## config.mk

```make
export PLATFORM = sky130hd
export DESIGN_NAME = warp_scheduler
export DESIGN_NICKNAME = d
export VERILOG_FILES = /design/src/rtl/warp_scheduler.sv
export SDC_FILE = /design/constraint.sdc
export NUM_CORES = 1
export LEC_CHECK = 0
export CORE_MARGIN = 5
export CORE_UTILIZATION = 50
export CTS_CLUSTER_SIZE = 40
export DETAILED_ROUTE_END_ITERATION = 6
export PLACE_DENSITY = 0.76
export SYNTH_ARGS = -nofsm -noshare
export SYNTH_HDL_FRONTEND = slang
export SYNTH_SLANG_ARGS = --single-unit
```

## constraint.sdc

```tcl
create_clock -name clk -period 2.2 [get_ports clk]
set_input_delay 0.66 -clock clk [delete_from_list [all_inputs] [get_ports clk]]
set_output_delay 0.66 -clock clk [all_outputs]
set_load 0.03 [all_outputs]
```

## src/rtl/warp_scheduler.sv

```systemverilog
// Per-core warp scheduler: tracks warp lifecycle and grants the single fetch/issue
// pipeline to READY warps in round-robin order through a registered valid/ready grant.
module warp_scheduler #(
    parameter int WARPS_PER_CORE = 4,
    parameter int WARP_ID_WIDTH  = (WARPS_PER_CORE > 1) ? $clog2(WARPS_PER_CORE) : 1
) (
    input  logic                      clk,
    input  logic                      reset,
    input  logic                      start,
    input  logic [WARP_ID_WIDTH:0]    num_warps,
    output logic                      issue_valid,
    input  logic                      issue_ready,
    output logic [WARP_ID_WIDTH-1:0]  issue_warp_id,
    input  logic [WARPS_PER_CORE-1:0] warp_resume,
    input  logic [WARPS_PER_CORE-1:0] warp_exit,
    output logic                      busy,
    output logic                      done
);
    // state | meaning
    // IDLE  | waiting for start, all warps inactive
    // RUN   | warps active, arbitrating the issue pipeline
    // DONE  | every active warp exited, held until reset
    typedef enum logic [1:0] {S_IDLE, S_RUN, S_DONE} fsm_t;
    typedef enum logic [1:0] {W_INACTIVE, W_READY, W_BUSY, W_EXITED} warp_t;

    localparam logic [WARP_ID_WIDTH-1:0] LAST_ID = WARP_ID_WIDTH'(WARPS_PER_CORE - 1);

    fsm_t                     fsm, fsm_next;
    warp_t                    warp_state      [WARPS_PER_CORE];
    warp_t                    warp_state_next [WARPS_PER_CORE];
    logic [WARP_ID_WIDTH-1:0] rr_ptr, rr_ptr_next;
    logic                     grant_valid, grant_valid_next;
    logic [WARP_ID_WIDTH-1:0] grant_id, grant_id_next;
    logic                     pick_found;
    logic [WARP_ID_WIDTH-1:0] pick_id;
    logic [WARP_ID_WIDTH-1:0] scan_id;
    int                       scan_int;
    logic                     accept;
    logic                     any_live;

    assign accept        = grant_valid && issue_ready;
    assign issue_valid   = grant_valid;
    assign issue_warp_id = grant_id;

    // First READY warp at or after rr_ptr, wrapping around the slot count.
    always_comb begin
        pick_found = 1'b0;
        pick_id    = '0;
        scan_int   = 0;
        scan_id    = '0;
        for (int k = 0; k < WARPS_PER_CORE; k++) begin
            scan_int = int'(rr_ptr) + k;
            if (scan_int >= WARPS_PER_CORE) scan_int = scan_int - WARPS_PER_CORE;
            scan_id = WARP_ID_WIDTH'(scan_int);
            if (!pick_found && warp_state[scan_id] == W_READY) begin
                pick_found = 1'b1;
                pick_id    = scan_id;
            end
        end
    end

    always_comb begin
        fsm_next         = fsm;
        rr_ptr_next      = rr_ptr;
        grant_valid_next = grant_valid;
        grant_id_next    = grant_id;
        any_live         = 1'b0;
        for (int i = 0; i < WARPS_PER_CORE; i++) warp_state_next[i] = warp_state[i];

        case (fsm)
            S_IDLE: begin
                if (start) begin
                    if (num_warps == '0) begin
                        fsm_next = S_DONE;
                    end else begin
                        fsm_next = S_RUN;
                        for (int i = 0; i < WARPS_PER_CORE; i++)
                            warp_state_next[i] = ((WARP_ID_WIDTH+1)'(i) < num_warps) ? W_READY : W_INACTIVE;
                    end
                end
            end
            S_RUN: begin
                // The granted warp is still READY here, so a same-cycle resume falls through.
                for (int i = 0; i < WARPS_PER_CORE; i++) begin
                    if (accept && grant_id == WARP_ID_WIDTH'(i))
                        warp_state_next[i] = W_BUSY;
                    else if (warp_state[i] == W_BUSY && warp_exit[i])
                        warp_state_next[i] = W_EXITED;
                    else if (warp_state[i] == W_BUSY && warp_resume[i])
                        warp_state_next[i] = W_READY;
                    if (warp_state_next[i] == W_READY || warp_state_next[i] == W_BUSY)
                        any_live = 1'b1;
                end
                if (accept) begin
                    grant_valid_next = 1'b0;
                    rr_ptr_next      = (grant_id == LAST_ID) ? '0 : grant_id + WARP_ID_WIDTH'(1);
                end else if (!grant_valid && pick_found) begin
                    grant_valid_next = 1'b1;
                    grant_id_next    = pick_id;
                end
                if (!any_live) begin
                    fsm_next         = S_DONE;
                    grant_valid_next = 1'b0;
                end
            end
            default: ;
        endcase
    end

    always_ff @(posedge clk) begin
        if (reset) begin
            fsm         <= S_IDLE;
            rr_ptr      <= '0;
            grant_valid <= 1'b0;
            grant_id    <= '0;
            busy        <= 1'b0;
            done        <= 1'b0;
            for (int i = 0; i < WARPS_PER_CORE; i++) warp_state[i] <= W_INACTIVE;
        end else begin
            fsm         <= fsm_next;
            rr_ptr      <= rr_ptr_next;
            grant_valid <= grant_valid_next;
            grant_id    <= grant_id_next;
            busy        <= (fsm_next == S_RUN);
            done        <= (fsm_next == S_DONE);
            for (int i = 0; i < WARPS_PER_CORE; i++) warp_state[i] <= warp_state_next[i];
        end
    end
endmodule
```

==> impl_results.md, run 1 <==
* Status: complete, no violations
* Family with the most delay on the worst path: buffers and inverters
* First-pass GRT wire length at 4750 um
* CP max stage cell: clkdlybuf4s50_1
* Largest net degree at the start of global routing at 11
* Crit path capture type: output pin
* CTS sink count at 19
* Buf/Inv on CP at 1
* Synthesized area per cell at ~8 um^2
* Max rail drop VDD at about 430 uV
* Design Power at 0.862 mW
* Max Slew Vio Count at 0
* Post-Synthesis Cell Area at 0.00113 mm^2
* Leading cell type in the layout, fill and taps excluded: a21oi_1
* Worst-margin pin slew at 0.449 ns
* Unrepaired setup endpoints after global routing: false
* Nets at 185
* Number of global-route vias before repair at 1031
* Worst setup SP type: register
* Die area at 0.00332 mm^2
* Setup Viol. Count Final at 0
* DR iter-0 viols at 47
* Num rows at 17
* Hold Path Class: reg2reg
* RePlAce Congestion at 0.881
* H-Tree Depth at 1
* Cts hold-fix bufs at 0
* Power density over cell area at 615 mW/mm^2
* P_leak at 0.523 nW
* Synth warn at 0
* Root buf cell: clkbuf_4
* PortBufs at 19
* TritonCTS buffer count at 3
* Aggregate global-route resource usage at 0.178
* Leading cell types in the layout, fill and taps excluded: 20 x a21oi_1, 19 x dfxtp_1, 19 x clkdlybuf4s50_1, 14 x nor2_1
* Routed WL per cell at 14.4 um
* Critical path peak fanout at 8
* Fin crit share at 0.972
* EDFF count, synth at 0
* Chip height at 57.6 um
* Core Area at 0.00219 mm^2
* Rel. slew slack at 0.700
* Asr flop ratio synth at 0
* Post-CTS Setup Bufs at 0
* Hold Vio Cnt, Final at 0
* Initial antenna violation count at 0
* Hold path cells at 2
* CTS max path bufs at 2
* Clock latency on the worst-skew pair at approximately 0.30 ns
* CP max stage delay at approximately 0.7 ns
* Via count at 1135
* Layout cells sized above 1 at 0.0788
* CP Depth at 1
* Ys flop type: dfxtp_1
* Yosys cell types at 36
* Syn_nets at 161
* Tmin final at 2.14 ns
* Max_cap viols at 0
* Seq/Total Area, Yosys at 0.335
* Routed Antenna Nets at 0
* Final core occ at 0.640
* CTS tree: built
* GRT overflow at 0
* Area growth syn-to-layout at 23.5%
* FF-to-FF path depth at 5
* Crit-path cells: clkdlybuf4s50_1
* CTS clk-pin slew, worst paths at 0.11 ns
* Die width at 57.6 um
* Fmax at 468 MHz
* DP HPWL at roughly 2200 um
* Initial core utilization at 0.518
* WS Path Type: reg2out
* Clock Skews at 0.0111 ns
* Ant diodes at 0
* Worst path arrival time at approximately 1.5 ns
* WP data required at 1.54 ns
* Drc violations at 0
* FF+latch count, synth at 19
* Post_cts resized at 0
* Worst Hold Slack at 0.531 ns
* DR pass1 iterations at 4
* Final WL at about 2800 um
* I/O Pins at 20
* Cells after Synth at 142
* Via density at 5.88
==> power breakdown <==
group / internal (mW) / switching [mW] / leakage, nW / total [mW]
combinational: 0.130 / 0.154 / 0.353 / 0.284
sequential: 0.371 / 0.0336 / 0.155 / 0.405
clock: 0.0706 / 0.103 / 0.0150 / 0.174
==> per-stage QoR <==
step / setup TNS, ns / cell area, um^2 / cells / worst slack [ns]
after floorplan: 0 / 1130 / 142 / 0.440
after global placement: 0 / 1380 / 189 / 0.0902
after detailed placement: -0.0118 / 1380 / 189 / -0.00773
after CTS: 0 / 1400 / 193 / 0.0632
after global routing: 0 / 1400 / 193 / 0.0182
final: 0 / 1400 / 193 / 0.0616
==> cells by family after synthesis <==
kind of cell | after synthesis | share of synthesized area
and+or+nand+nor | 53 | 0.250
DFF | 19 | 0.335
muxes | 3 | 0.0375
adders and majority gates | 4 | 0.0441
AOI/OAI and AO/OA | 54 | 0.303
buffers and inverters | 9 | 0.0298
==> layout make-up <==
class / instances / area (um^2)
inverters: 5 / 18.8
fillers: 192 / 790
clock buffers: 4 / 26.3
repair buffers: 23 / 220
well taps: 28 / 35.0
multi-input cells: 114 / 721
flip-flops and latches: 19 / 380
==> cell usage after synthesis (3+ instances only) <==
cell type	count	area, um^2
nand2b_1	4	25.0
dfxtp_1	19	380
o211ai_1	4	30.0
nor3_1	3	15.0
o21ai_0	10	50.1
o21a_1	3	22.5
a21oi_1	20	100
nor2b_1	4	25.0
clkbuf_1	3	11.3
nor3b_1	5	37.5
nor2_1	14	52.6
inv_1	5	18.8
ha_1	4	50.1
a31oi_1	5	31.3
nand2_1	10	37.5
==> layer usage <==
layer / global-route usage / vias to the layer above / wire, um
li1: - / 573 / -
met2: 0.277 / 31 / 1240
met4: 0.0464 / 0 / 26
met3: 0.0401 / 4 / 169
met5: 0 / - / 0
met1: 0.249 / 527 / 1340
==> final timing paths <==
kind	to	slack (ns)	start
min	warp_state[3][1]	0.53	warp_state[3][1]
max reg2reg	issue_warp_id[0]	0.33	warp_state[2][1]
max	issue_valid	0.06	issue_valid
min reg2reg	warp_state[3][1]	0.53	warp_state[3][1]
No activity file was read; power rests on OpenSTA's default activity.
==> inputs of run 2 (changes only) <==
--- a/config.mk
+++ b/config.mk
@@ -7,6 +7,7 @@
 export LEC_CHECK = 0
 export CORE_MARGIN = 5
 export CORE_UTILIZATION = 50
+export CTS_BUF_LIST = sky130_fd_sc_hd__clkbuf_2
 export CTS_CLUSTER_SIZE = 40
 export DETAILED_ROUTE_END_ITERATION = 6
 export PLACE_DENSITY = 0.76
==> impl_results.md, run 2 (same netlist as run 1, synthesis figures left out) <==
* Status: complete, no violations (unchanged)
* Clock Skews at 0.0210 ns (was 0.0111 ns)
* Chip height at 57.6 um (unchanged)
* Root buf cell: clkbuf_2 (was clkbuf_4)
* RePlAce Congestion at 0.881 (unchanged)
* Fmax at 476 MHz (was 468 MHz)
* Unrepaired setup endpoints after global routing: false (unchanged)
* Clock latency on the worst-skew pair at 0.32 ns (was 0.30 ns)
* Fill count at 193 (was 192)
* Number of global-route vias before repair at 1023 (was 1031)
* Seq pwr share at 0.481 (was 0.469)
* CTS tree: built (unchanged)
* Family with the most delay on the worst path: buffers and inverters (unchanged)
* WP data required at 1.54 ns (about the same)
* Final WL at 2780 um (was 2770 um)
* Switch Pwr at 0.293 mW (was 0.291 mW)
* Rel. slew slack at 0.701 (was 0.700)
* Leading cell types in the layout, fill and taps excluded: 20 x a21oi_1, 19 x dfxtp_1, 17 x clkdlybuf4s50_1, 14 x nor2_1 (was 20 x a21oi_1, 19 x dfxtp_1, 19 x clkdlybuf4s50_1, 14 x nor2_1)
* Global routing met2 resource utilization at 0.277 (unchanged)
* H-Tree Depth at 1 (unchanged)
* GRT overflow at 0 (unchanged)
* Die area at 0.00332 mm^2 (unchanged)
* CP Depth at 1 (unchanged)
* CP max stage cell: clkdlybuf4s50_1 (unchanged)
* Ant diodes at 0 (unchanged)
* M1 GR Usage at 0.249 (unchanged)
* Leading cell type in the layout, fill and taps excluded: a21oi_1 (unchanged)
* Power Internal at 0.549 mW (was 0.571 mW)
* Initial core utilization at 0.518 (unchanged)
* DP HPWL at 2160 um (unchanged)
* Hold Vio Cnt, Final at 0 (unchanged)
* Clock share of power at 0.183 (was 0.202)
* Buf/Inv on CP at 1 (unchanged)
* Sw Share at 0.348 (was 0.337)
* Area growth syn-to-layout at 23.4% (was 23.5%)
* Design Power at 0.842 mW (was 0.862 mW)
* Reg-to-reg endpoint: issue_warp_id[0] (unchanged)
* Max Slew Vio Count at 0 (unchanged)
* Crit path from: issue_warp_id[0] (was issue_valid)
* Initial antenna violation count at 0 (unchanged)
* TritonCTS buffer count at 3 (unchanged)
* Via density at 5.93 (was 5.88)
* Largest net degree at the start of global routing at 11 (unchanged)
* Hold Path Class: reg2reg (unchanged)
* FF-to-FF path depth at 5 (unchanged)
* Routed Antenna Nets at 0 (unchanged)
* Fin crit share at 0.956 (was 0.972)
* Post-CTS Setup Bufs at 0 (unchanged)
* Combinational share of power at 0.336 (was 0.329)
* Setup Viol. Count Final at 0 (unchanged)
* Setup ws final at 0.0974 ns (was 0.0616 ns)
* Critical path destination: issue_warp_id[0] (was issue_valid)
* Tmin final at 2.10 ns (was 2.14 ns)
* CTS sink count at 19 (unchanged)
* Layout cells sized above 1 at 0.0848 (was 0.0788)
* Worst setup SP type: register (unchanged)
* WS Path Type: reg2out (unchanged)
* CTS max path bufs at 2 (unchanged)
* Num rows at 17 (unchanged)
* Nets at 185 (unchanged)
* DR pass1 iterations at 4 (unchanged)
* Setup slack, reg-to-reg at 0.32 ns (was 0.33 ns)
* Core Area at 0.00219 mm^2 (unchanged)
* Register area at 380 um^2 (unchanged)
* Max_cap viols at 0 (unchanged)
* Area taken by multi-input logic gates at 721 um^2 (unchanged)
* First-pass GRT wire length at 4750 um (unchanged)
* Crit-path cells: clkdlybuf4s50_1 (unchanged)
* DR iter-0 viols at 42 (was 47)
* Via count at 1144 (was 1135)
* Layer with the highest usage: met2 (unchanged)
* Worst-margin pin slew at 0.448 ns (was 0.449 ns)
* Power density over cell area at 601 mW/mm^2 (was 615 mW/mm^2)
* I/O Pins at 20 (unchanged)
* PortBufs at 19 (unchanged)
* Crit path capture type: output pin (unchanged)
* Critical path peak fanout at 5 (was 8)
* CP max stage delay at 0.69 ns (was 0.72 ns)
* P_leak at 0.560 nW (was 0.523 nW)
* Max rail drop VDD at 420 uV (was 435 uV)
* DP Worst Slack at -0.00773 ns (unchanged)
* Worst path arrival time at 1.44 ns (was 1.48 ns)
* Aggregate global-route resource usage at 0.178 (about the same)
* Die width at 57.6 um (unchanged)
* Routed WL per cell at 14.4 um (about the same)
* Critical R2R Launch: warp_state[2][1] (unchanged)
* Drc violations at 0 (unchanged)
* CTS clk-pin slew, worst paths at 0.19 ns (was 0.11 ns)
* M3 GR Usage at 0.0423 (was 0.0401)
[run 2: changes by cell type in the layout (fill, tap and decap cells not counted), sizes merged]
cell,delta
clkdlybuf4s50,-2
dlymetal6s2s,+2
[run 2: worst min-delay path by stage]
stage          cells past startpoint          endpoint        startpoint
2_1_floorplan                      2  warp_state[2][1]  warp_state[2][1]
4_1_cts                            2  warp_state[2][1]  warp_state[2][1]
5_1_grt                            2  warp_state[1][0]  warp_state[1][0]
3_3_place_gp                       2  warp_state[2][1]  warp_state[2][1]
6_report                           2  warp_state[2][1]  warp_state[2][1]
3_5_place_dp                       2  warp_state[2][1]  warp_state[2][1]
[run 2: stage by stage]
stage	setup TNS (ns)	cells	area, um^2	utilization	hold WS [ns]
2_1_floorplan	0	142	1130	-	0.477
3_3_place_gp	0	189	1380	0.628	0.509
3_5_place_dp	-0.0118	189	1380	0.628	0.505
4_1_cts	0	193	1400	0.637	0.532
5_1_grt	0	193	1400	0.639	0.588
6_report	0	193	1400	0.639	0.540
[run 2: cell type report]
cell class	instances	area share
Timing Repair Buffer	23	0.161
Sequential cell	19	0.272
Tap cell	28	0.0250
Multi-Input combinational cell	114	0.515
Clock buffer	4	0.0143
Inverter	5	0.0134
[run 2: per-layer routing]
metal / up-vias / wire length (um)
met2: 31 / 1280
met3: 2 / 167
met1: 538 / 1310
li1: 573 / -
met5: - / 0
met4: 0 / 14
[run 2: repair_timing]
item / CTS / global route
gates resized for setup: 0 / 2
endpoints found under the hold margin: 0 / 0
endpoints found under the setup margin: 0 / 2
hold buffers: 0 / 0
[run 2: power groups by stage]
stage / Sequential (mW) / Clock [mW] / Combinational (mW)
2_1_floorplan: 0.426 / 0 / 0.163
3_3_place_gp: 0.410 / 0 / 0.277
3_5_place_dp: 0.412 / 0 / 0.281
4_1_cts: 0.405 / 0.158 / 0.282
5_1_grt: 0.410 / 0.172 / 0.311
6_report: 0.405 / 0.154 / 0.283
==> inputs of run 3 (changes only) <==
--- a/config.mk
+++ b/config.mk
@@ -11,6 +11,7 @@
 export CTS_CLUSTER_SIZE = 40
 export DETAILED_ROUTE_END_ITERATION = 6
 export PLACE_DENSITY = 0.76
+export SLEW_MARGIN = 20
 export SYNTH_ARGS = -nofsm -noshare
 export SYNTH_HDL_FRONTEND = slang
 export SYNTH_SLANG_ARGS = --single-unit
==> results of run 3 <==
Same layout as run 2: the final DEF is identical, and so are final timing and power.
